--- src/rtl/serial_adder.sv ---
// ============================================================================
// serial_adder : bit-serial add (LSB first) through one full-adder slice with
//                registered carry; optional subtract mode via SERIAL_ADDER_SUB_EN
// Rev 1.0
// ============================================================================
`default_nettype none

module serial_adder #(
    parameter int WIDTH = 8
) (
    input  logic             clk,
    input  logic             rst,
    input  logic             in_valid,
    output logic             in_ready,
    input  logic [WIDTH-1:0] a,
    input  logic [WIDTH-1:0] b,
    input  logic             c_in,
`ifdef SERIAL_ADDER_SUB_EN
    input  logic             sub,
`endif
    output logic             out_valid,
    input  logic             out_ready,
    output logic [WIDTH-1:0] sum,
    output logic             c_out,
    output logic             busy
);

    localparam int CNT_W = (WIDTH > 1) ? $clog2(WIDTH) : 1;
    localparam logic [CNT_W-1:0] C_LAST = CNT_W'(WIDTH - 1);

    typedef enum logic [1:0] {
        S_IDLE = 2'd0,
        S_RUN  = 2'd1,
        S_DONE = 2'd2
    } state_t;

    state_t             state_q, state_d;
    logic [WIDTH-1:0]   a_sr_q, a_sr_d;
    logic [WIDTH-1:0]   b_sr_q, b_sr_d;
    logic [WIDTH-1:0]   sum_q, sum_d;
    logic               carry_q, carry_d;
    logic               c_out_q, c_out_d;
    logic [CNT_W-1:0]   cnt_q, cnt_d;

    logic               w_s;
    logic               w_c;
    logic [WIDTH-1:0]   w_sum_shift;

    assign w_s = a_sr_q[0] ^ b_sr_q[0] ^ carry_q;
    assign w_c = (a_sr_q[0] & b_sr_q[0]) | (carry_q & (a_sr_q[0] ^ b_sr_q[0]));

    always_comb begin
        state_d     = state_q;
        a_sr_d      = a_sr_q;
        b_sr_d      = b_sr_q;
        sum_d       = sum_q;
        carry_d     = carry_q;
        c_out_d     = c_out_q;
        cnt_d       = cnt_q;
        w_sum_shift = sum_q >> 1;
        w_sum_shift[WIDTH-1] = w_s;

        case (state_q)
            S_IDLE: begin
                if (in_valid) begin
                    a_sr_d  = a;
                    b_sr_d  = b;
                    carry_d = c_in;
`ifdef SERIAL_ADDER_SUB_EN
                    // a - b computed as a + ~b + 1; carry out means no borrow
                    if (sub) begin
                        b_sr_d  = ~b;
                        carry_d = 1'b1;
                    end
`endif
                    cnt_d   = '0;
                    state_d = S_RUN;
                end
            end
            S_RUN: begin
                sum_d   = w_sum_shift;
                a_sr_d  = a_sr_q >> 1;
                b_sr_d  = b_sr_q >> 1;
                carry_d = w_c;
                cnt_d   = cnt_q + 1'b1;
                // c_out gets its own register so it stays put while the next op runs
                if (cnt_q == C_LAST) begin
                    c_out_d = w_c;
                    state_d = S_DONE;
                end
            end
            S_DONE: begin
                if (out_ready) begin
                    state_d = S_IDLE;
                end
            end
            default: begin
                state_d = S_IDLE;
            end
        endcase
    end

    always_ff @(posedge clk) begin
        if (rst) begin
            state_q <= S_IDLE;
            a_sr_q  <= '0;
            b_sr_q  <= '0;
            sum_q   <= '0;
            carry_q <= 1'b0;
            c_out_q <= 1'b0;
            cnt_q   <= '0;
        end else begin
            state_q <= state_d;
            a_sr_q  <= a_sr_d;
            b_sr_q  <= b_sr_d;
            sum_q   <= sum_d;
            carry_q <= carry_d;
            c_out_q <= c_out_d;
            cnt_q   <= cnt_d;
        end
    end

    assign in_ready  = (state_q == S_IDLE) && !rst;
    assign out_valid = (state_q == S_DONE);
    assign busy      = (state_q == S_RUN) || (state_q == S_DONE);
    assign sum       = sum_q;
    assign c_out     = c_out_q;

endmodule

`default_nettype wire

--- config.mk ---
export PLATFORM = sky130hd
export DESIGN_NAME = serial_adder
export DESIGN_NICKNAME = d
export VERILOG_FILES = /design/src/rtl/serial_adder.sv
export SDC_FILE = /design/constraint.sdc
export NUM_CORES = 1
export LEC_CHECK = 0
export CAP_MARGIN = 20
export CORE_MARGIN = 2
export CORE_UTILIZATION = 54
export CTS_CLUSTER_DIAMETER = 100
export DETAILED_ROUTE_END_ITERATION = 10
export PLACE_DENSITY = 0.85
export SETUP_SLACK_MARGIN = 0.05
export SLEW_MARGIN = 15
export SYNTH_ARGS = -nofsm -noshare
export SYNTH_HDL_FRONTEND = slang
export SYNTH_SLANG_ARGS = --single-unit
--- constraint.sdc ---
create_clock -name clk -period 2.8 [get_ports clk]
set_input_delay 0.7 -clock clk [delete_from_list [all_inputs] [get_ports clk]]
set_output_delay 0.7 -clock clk [all_outputs]
set_load 0.02 [all_outputs]
## Word-level counts from Yosys, hierarchy flattened

Index checks and enable logic that the tools add are counted.

| word-level totals | value |
|---|---|
| flip-flop bits (word level) | 31 |
| input port bits | 21 |
| output and inout bits | 12 |
| word-level logic and storage cells | 39 |

| operators by class | value |
|---|---|
| $add $sub $neg | 1 |
| equality and inequality tests | 6 |
| mux-type cells | 12 |
| bitwise operators | 5 |
| reduce and logical (&&, ||, !) cells | 8 |

Operator list:

| kind | count |
|---|---|
| case mux 8 bit (2 select lines) | 2 |
| 2-to-1 mux 8 bit | 2 |
| 2-to-1 mux 2 bit | 3 |
| case mux 2 bit (3 select lines) | 1 |
| case mux 3 bit (2 select lines) | 1 |
| inequality test 2 bit (second input constant) | 2 |
| AND reduction 2 bit | 2 |
| adder 3 x 1 -> 3 bit (second input constant) | 1 |
| equality test 3 bit (second input constant) | 1 |
| 2-to-1 mux 3 bit | 1 |
| AND reduction 3 bit | 1 |
| bitwise AND 1 bit | 2 |
| equality test 2 x 1 -> 1 bit (second input constant) | 1 |
| equality test 2 bit (second input constant) | 1 |
| zero test 2 bit | 1 |
| inequality test 2 x 1 -> 1 bit (second input constant) | 1 |
| case mux 1 bit (2 select lines) | 1 |
| nonzero test 2 bit | 1 |
| XOR 1 bit | 2 |
| logical AND 1 bit | 1 |
| zero test 1 bit | 1 |
| logical OR 1 bit | 1 |
| 2-to-1 mux 1 bit | 1 |
| bitwise OR 1 bit | 1 |

## Depth between registers and ports, before layout

Gate-level depths: netlist (run 1).

| depth | value |
|---|---|
| word-level depth | 4 |
| gate-level depth with buffers | 7 |
| mapped depth without buffers | 5 |

## Worst setup path before layout (run 1)

OpenSTA, ideal clock, no wires.

| timing path | value |
|---|---|
| path kind | register to output |
| start | register state_q[0] |
| end | output in_ready |
| data arrival time | 1117 ps |
| data required time | 2100 ps |
| setup slack | 983 ps |
| stages on the path, launching flop included | 5 |
| buffers on the path | 1 |
| cell sequence | dfxtp_1 > inv_1 > ha_1 > buf_2 > nor2b_1 |

| on the way | value |
|---|---|
| word-level cells in the longest chain between the ends | 2 |

RTL lines:

| what | line | source |
|---|---|---|
| start, declared | 37 | `state_t state_q, state_d;` |
| start signal, assigned | 113 | `state_q <= state_d;` |
| zero test 2 bit | 123 | `assign in_ready = (state_q == S_IDLE) && !rst;` |
| logical AND 1 bit | 123 |  |
| end, declared | 14 | `output logic in_ready,` |

Every way passes these cells.

## Worst setup path in the final report (run 1)

| timing path | value |
|---|---|
| start | input rst |
| end | output in_ready |

| on the way | value |
|---|---|
| word-level cells in the longest chain between the ends | 2 |

RTL lines:

| what | line | source |
|---|---|---|
| start, declared | 12 | `input logic rst,` |
| zero test 1 bit | 123 |  |
| logical AND 1 bit | 123 |  |

Every way passes these cells.

==> flow_summary_export.csv, run 1 <==
group,metric,value,unit
run_status,outcome,"finished, final reports clean",
sta,slew_violations,0,
place,gp_congestion,0.709,
synthesis,synth_cell_types,29,
synthesis,ys.warnings.count,0,
clocking,cts_tree,"built",
place,dp_cells,200,
clocking,clockBufferDepth,2,
clocking,ctsHoldBuffers,0,
global_route,grt_pass1_wl,4.94,mm
setup_path,endpoint_kind,"primary output",
synthesis,ys_seq_elements,31,
synthesis,synth_async_sr_flop_share,0,
global_route,grt_pass1_vias,1115,
final_layout,layout.cells.non_filler,208,
pwr,pwr-share-seq,0.431,
final_layout,seq_area,621,sq um
setup_path,cp_slowest_stage_delay,630,ps
detailed_routing,drc_errors,0,
sta,rsz0062_at_grt,"no",
pwr,swShare,0.348,
detailed_routing,drt-initial-drc-count,17,
setup_path,crit_fanout,2,
clocking,cts_sinks,31,
final_layout,syn2layout_area_growth,22.6,%
clocking,cts_made_buffers,5,
place,pre_cts_ws,194,ps
setup_path,worstPathRequired,2100,ps
detailed_routing,wire_per_inst,14.0,microns
clocking,root_buffer,"clkbuf_4",
pwr,ir_worst_vdd,0.484,mV
floorplan,boundaryPins,33,
final_layout,nNetsFinal,203,
final_layout,nFillCells,220,
place,io_buffers,32,
floorplan,rows,19,
clocking,clock_latency,320,ps
synthesis,netlist_area,1540,sq um
sta,fin_crit_sh,0.936,
synthesis,syn_inst,147,
clocking,clk_pin_slew,90,ps
detailed_routing,drt-vias-per-instance,5.51,
final_layout,final_layout_size_suffix_gt1_frac,0.153,
pwr,leakage,0.681,nW
global_route,grt_max_degree,32,
sta,finalHoldViolations,0,
pwr,switchingPower,0.441,mW
sta,fmax,382,MHz
global_route,track_usage,0.192,
setup_path,critPathSlowestCell,"clkdlybuf4s50_1",
floorplan,start_util,0.562,
global_route,overflow,0,
sta,worstMarginPinSlew,436,ps
floorplan,chipWidth,57.3,microns
sta,fin_skew,10.7,ps
detailed_routing,drt-total-wl,2.92,mm
synthesis,synth_top_flop_cell,"dfxtp_1",
global_route,antenna_found_initial,0,
sta,layout_setup_ws,180,ps
clocking,htree_levels,2,
final_layout,multi_input_area,831,sq um
synthesis,synth_edf_count,0,
detailed_routing,first_pass_iters,4,
pwr,p_comb_frac,0.380,
setup_path,critPathLaunchType,"primary input",
pwr,power.clock.fraction,0.190,
pwr,fin_total_pwr,1.27,mW
floorplan,fp.dieH,57.3,microns
setup_path,path_class,"in2out",
min_path,hp-class,"reg2reg",
detailed_routing,vias,1146,
synthesis,avgSynthCellArea,10.5,sq um
synthesis,ys_seq_area_frac,0.404,
final_layout,final_util,0.689,
pwr,powerDensity,673,nW/um^2
setup_path,cp_data_arrival_time,1920,ps
floorplan,core_area,2730,sq um
synthesis,syn_nets,174,
detailed_routing,ant_nets,0,
final_layout,n_antenna_cell,0,
place,hpwl,2.13,mm
floorplan,die_area,3290,sq um
setup_path,cpMostUsedCell,"clkdlybuf4s50_1",
sta,slew_headroom,0.709,
sta,report.final.setup_viol,0,
run,maxCapViolations,0,
sta,tns,0,ps
setup_path,crit_chain,"clkdlybuf4s50_1 -> nor2b_1 -> clkdlybuf4s50_1",
sta,finalCriticalPeriod,2620,ps
pwr,p_int,0.826,mW
-- cells by family (layout without fill, tap and decap cells) --
family | count (synthesis) | count (layout) | share of synthesized area
AOI/OAI and AO/OA | 28 | 28 | 0.182
xor gates and xnor gates | 1 | 1 | 0.00570
DFF | 31 | 31 | 0.404
buffers and inverters | 14 | 44 | 0.0586
adders and majority gates | 6 | 6 | 0.0537
and+or+nand+nor | 41 | 41 | 0.123
muxes | 26 | 26 | 0.173
-- what timing repair did --
action,4_1_cts,5_1_grt
gates resized for setup,0,1
endpoints found under the setup margin,0,1
setup buffers,0,0
-- cells in the mapped netlist, types with 3 or more instances --
cell      instances  share of area
buf_6             3          0.022
buf_2             6          0.020
nand2_1           3         0.0073
mux2i_1          25           0.16
nor2_1           26          0.064
nand2b_1          3          0.012
ha_1              5          0.041
a21oi_1           5          0.016
dfxtp_1          31           0.40
a211oi_2         15           0.12
-- path summary, 6_finish.rpt --
| check | startpoint | end | slack [ps] | cells past startpoint |
|---|---|---|---|---|
| worst max-delay path | rst | in_ready | 180 | 3 |
| worst min-delay path | c_out | c_out | 480 | 2 |
| worst max register to register | state_q[1] | cnt_q[2] | 980 | 6 |
| worst min register to register | c_out | c_out | 480 | 2 |
-- registers in the layout (all words and copies together), names as in the netlist --
register	cells
c_out	1
cnt_q	3
a_sr_q	8
sum	8
carry_q	1
state_q	2
b_sr_q	8
-- worst max-delay path, delay by kind of cell --
kind | cells | cell delay, ps
simple gates | 1 | 170
buf+inv | 2 | 1050
-- power by group through the flow --
stage          Combinational (mW)  Sequential (mW)  Clock (mW)
6_report                    0.481            0.546       0.240
5_1_grt                     0.525            0.554       0.266
4_1_cts                     0.484            0.547       0.247
3_5_place_dp                0.481            0.557           0
3_3_place_gp                0.459            0.552           0
2_1_floorplan               0.404            0.553           0
-- metrics by stage --
step / hold WS, ps / cell area (sq um)
finish: 485 / 1880
global route: 496 / 1880
floorplan: 449 / 1540
detailed placement: 472 / 1830
CTS: 485 / 1880
global placement: 445 / 1830
-- cell type report --
cell class,instances,area share
inverters,2,0.00399
clock buffers,7,0.0239
multi-input cells,102,0.441
clock inverters,1,0.00266
flip-flops and latches,31,0.330
repair buffers,34,0.178
well taps,31,0.0206
-- layer usage --
layer	up-vias	wire (microns)	share of wire	GRT usage
met2	22	1530	0.52	0.330
met1	533	1230	0.42	0.241
met5	-	0	0	0
met3	5	120	0.041	0.0408
met4	0	36	0.012	0.0598
li1	586	-	-	-
-- layout by cell type, fill, tap and decap left out, types with 3 or more instances in the layout --
master / Yosys / final
nor2_1: 26 / 26
a211oi_2: 15 / 15
nand2_1: 3 / 3
clkbuf_4: 0 / 5
a21oi_1: 5 / 5
dfxtp_1: 31 / 31
mux2i_1: 25 / 25
ha_1: 5 / 3
clkdlybuf4s50_1: 0 / 32
nand2b_1: 3 / 3
No activity file was read; power rests on OpenSTA's default activity.
==> run 2, diff against run 1 <==
--- a/config.mk
+++ b/config.mk
@@ -6,12 +6,12 @@
 export NUM_CORES = 1
 export LEC_CHECK = 0
 export CAP_MARGIN = 20
-export CORE_MARGIN = 2
 export CORE_UTILIZATION = 54
 export CTS_CLUSTER_DIAMETER = 100
 export DETAILED_ROUTE_END_ITERATION = 10
 export PLACE_DENSITY = 0.85
 export SETUP_SLACK_MARGIN = 0.05
+export SKIP_CTS_REPAIR_TIMING = 1
 export SLEW_MARGIN = 15
 export SYNTH_ARGS = -nofsm -noshare
 export SYNTH_HDL_FRONTEND = slang
==> run 2 against run 1 <==
Net effect: hold slack lost 14 ps; total power grew 4.5%; sequential power is essentially flat; critical path type is now reg2out; largest cell class unchanged; largest power group unchanged; highest routed layer unchanged.
==> flow_summary_export.csv, run 2 (same netlist as run 1, synthesis figures left out) <==
group,metric,value,unit
clocking,cts_tree,"built",
sta,fin_skew,6.98,ps
sta,report.final.setup_viol,0,
clocking,clk_pin_slew,90,ps
sta,tns,0,ps
detailed_routing,drt-total-wl,2.94,mm
detailed_routing,wire_per_inst,14.2,microns
place,gp_congestion,0.743,
clocking,htree_levels,2,
global_route,grt_pass1_vias,1113,
sta,worstMarginPinSlew,510,ps
setup_path,critPathLaunchType,"register",
pwr,p_int,0.875,mW
setup_path,worstPathRequired,2100,ps
floorplan,die_area,3060,sq um
global_route,track_usage,0.207,
clocking,cts_made_buffers,5,
sta,finalCriticalPeriod,2620,ps
sta,fin_crit_sh,0.935,
global_route,antenna_found_initial,0,
final_layout,nNetsFinal,203,
sta,fmax,382,MHz
run,maxCapViolations,0,
setup_path,critPathSlowestCell,"clkdlybuf4s50_1",
min_path,hp-class,"reg2reg",
pwr,switchingPower,0.449,mW
place,place_area,1830,sq um
pwr,p_comb_frac,0.364,
final_layout,n_antenna_cell,0,
detailed_routing,drc_errors,0,
place,io_buffers,32,
final_layout,layout_common_cells,"clkdlybuf4s50_1 (32), dfxtp_1 (31), nor2_1 (26)",
setup_path,path_class,"reg2out",
clocking,clockBufferDepth,2,
sta,slew_headroom,0.660,
setup_path,cp_slowest_stage_delay,630,ps
setup_path,endpoint_kind,"primary output",
sta,finalHoldViolations,0,
setup_path,critical-path-top-delay-family,"buffers and inverters",
setup_path,worst-path-buf-inv,2,
clocking,root_buffer,"clkbuf_4",
pwr,leakage,0.690,nW
pwr,power.clock.fraction,0.223,
floorplan,fp.dieH,55.3,microns
final_layout,nFillCells,206,
pwr,powerDensity,697,nW/um^2
global_route,grt_max_degree,32,
global_route,overflow,0,
clocking,cts_sinks,31,
detailed_routing,ant_nets,0,
pwr,pwr-share-seq,0.413,
floorplan,chipWidth,55.3,microns
floorplan,start_util,0.593,
pwr,swShare,0.339,
detailed_routing,first_pass_iters,4,
detailed_routing,vias,1157,
final_layout,final_layout_size_suffix_gt1_frac,0.158,
pwr,ir_worst_vdd,0.590,mV
setup_path,crit_chain,"inv_1 -> ha_2 -> nor2b_1 -> clkdlybuf4s50_1",
detailed_routing,drt-initial-drc-count,25,
sta,slew_violations,0,
final_layout,finalInstanceArea,1900,sq um
clocking,clock_latency,320,ps
place,hpwl,2.08,mm
floorplan,rows,18,
setup_path,crit_fanout,11,
final_layout,final_common_cell,"clkdlybuf4s50_1",
setup_path,cp_data_arrival_time,1920,ps
run_status,outcome,"finished, final reports clean",
floorplan,boundaryPins,33,
final_layout,syn2layout_area_growth,23.7,%
floorplan,core_area,2590,sq um
global_route,grt_pass1_wl,5.00,mm
sta,rsz0062_at_grt,"no",
detailed_routing,drt-vias-per-instance,5.59,
[run 2: changes by cell type in the layout (fill, tap and decap cells not counted)]
cell and delta:
clkbuf_1 -1, clkbuf_8 +2, clkinv_2 -1
[run 2: stage by stage]
step	util	power, mW	hold WS [ps]	instances	worst slack (ps)
after floorplan	-	0.956	449	147	983
after global placement	0.706	1.01	445	199	216
after detailed placement	0.706	1.04	459	199	189
after CTS	0.733	1.33	472	207	55.0
after global routing	0.734	1.40	484	207	96.0
final	0.734	1.32	471	207	182
[run 2: per-layer routing]
metal	vias to the layer above	track usage	share of wire
li1	579	-	-
met1	548	0.256	0.44
met2	28	0.325	0.50
met3	2	0.0867	0.053
met4	0	0.0679	0.0044
met5	-	0	0
[run 2: worst min-delay path: cells and delay by family, from the launching register on]
kind               cells  cell delay [ps]
DFF                    1              320
AOI/OAI and AO/OA      1               60
and+or+nand+nor        1               50
[run 2: final timing paths]
path	startpoint	endpoint	slack [ps]	cells after the start
worst max register to register	state_q[1]	state_q[0]	820	6
worst min register to register	c_out	c_out	470	2
worst max-delay path	state_q[0]	in_ready	180	4
worst min-delay path	c_out	c_out	470	2
[run 2: final cells by class]
class | instances | area, sq um | area share
well taps | 30 | 37.5 | 0.0197
flip-flops and latches | 31 | 621 | 0.327
inverters | 2 | 7.51 | 0.00395
repair buffers | 34 | 335 | 0.176
multi-input cells | 102 | 831 | 0.437
clock buffers | 8 | 68.8 | 0.0362
[run 2: power by group through the flow]
stage | combinational, mW | sequential, mW | clock, mW
5_1_grt | 0.518 | 0.556 | 0.327
3_5_place_dp | 0.481 | 0.559 | 0
2_1_floorplan | 0.404 | 0.553 | 0
3_3_place_gp | 0.461 | 0.552 | 0
6_report | 0.482 | 0.547 | 0.295
4_1_cts | 0.483 | 0.549 | 0.301
==> run 3, diff against run 2 <==
--- a/config.mk
+++ b/config.mk
@@ -7,7 +7,6 @@
 export LEC_CHECK = 0
 export CAP_MARGIN = 20
 export CORE_UTILIZATION = 54
-export CTS_CLUSTER_DIAMETER = 100
 export DETAILED_ROUTE_END_ITERATION = 10
 export PLACE_DENSITY = 0.85
 export SETUP_SLACK_MARGIN = 0.05
==> results of run 3 <==
Same layout as run 2: the final DEF is identical, and so are final timing and power.
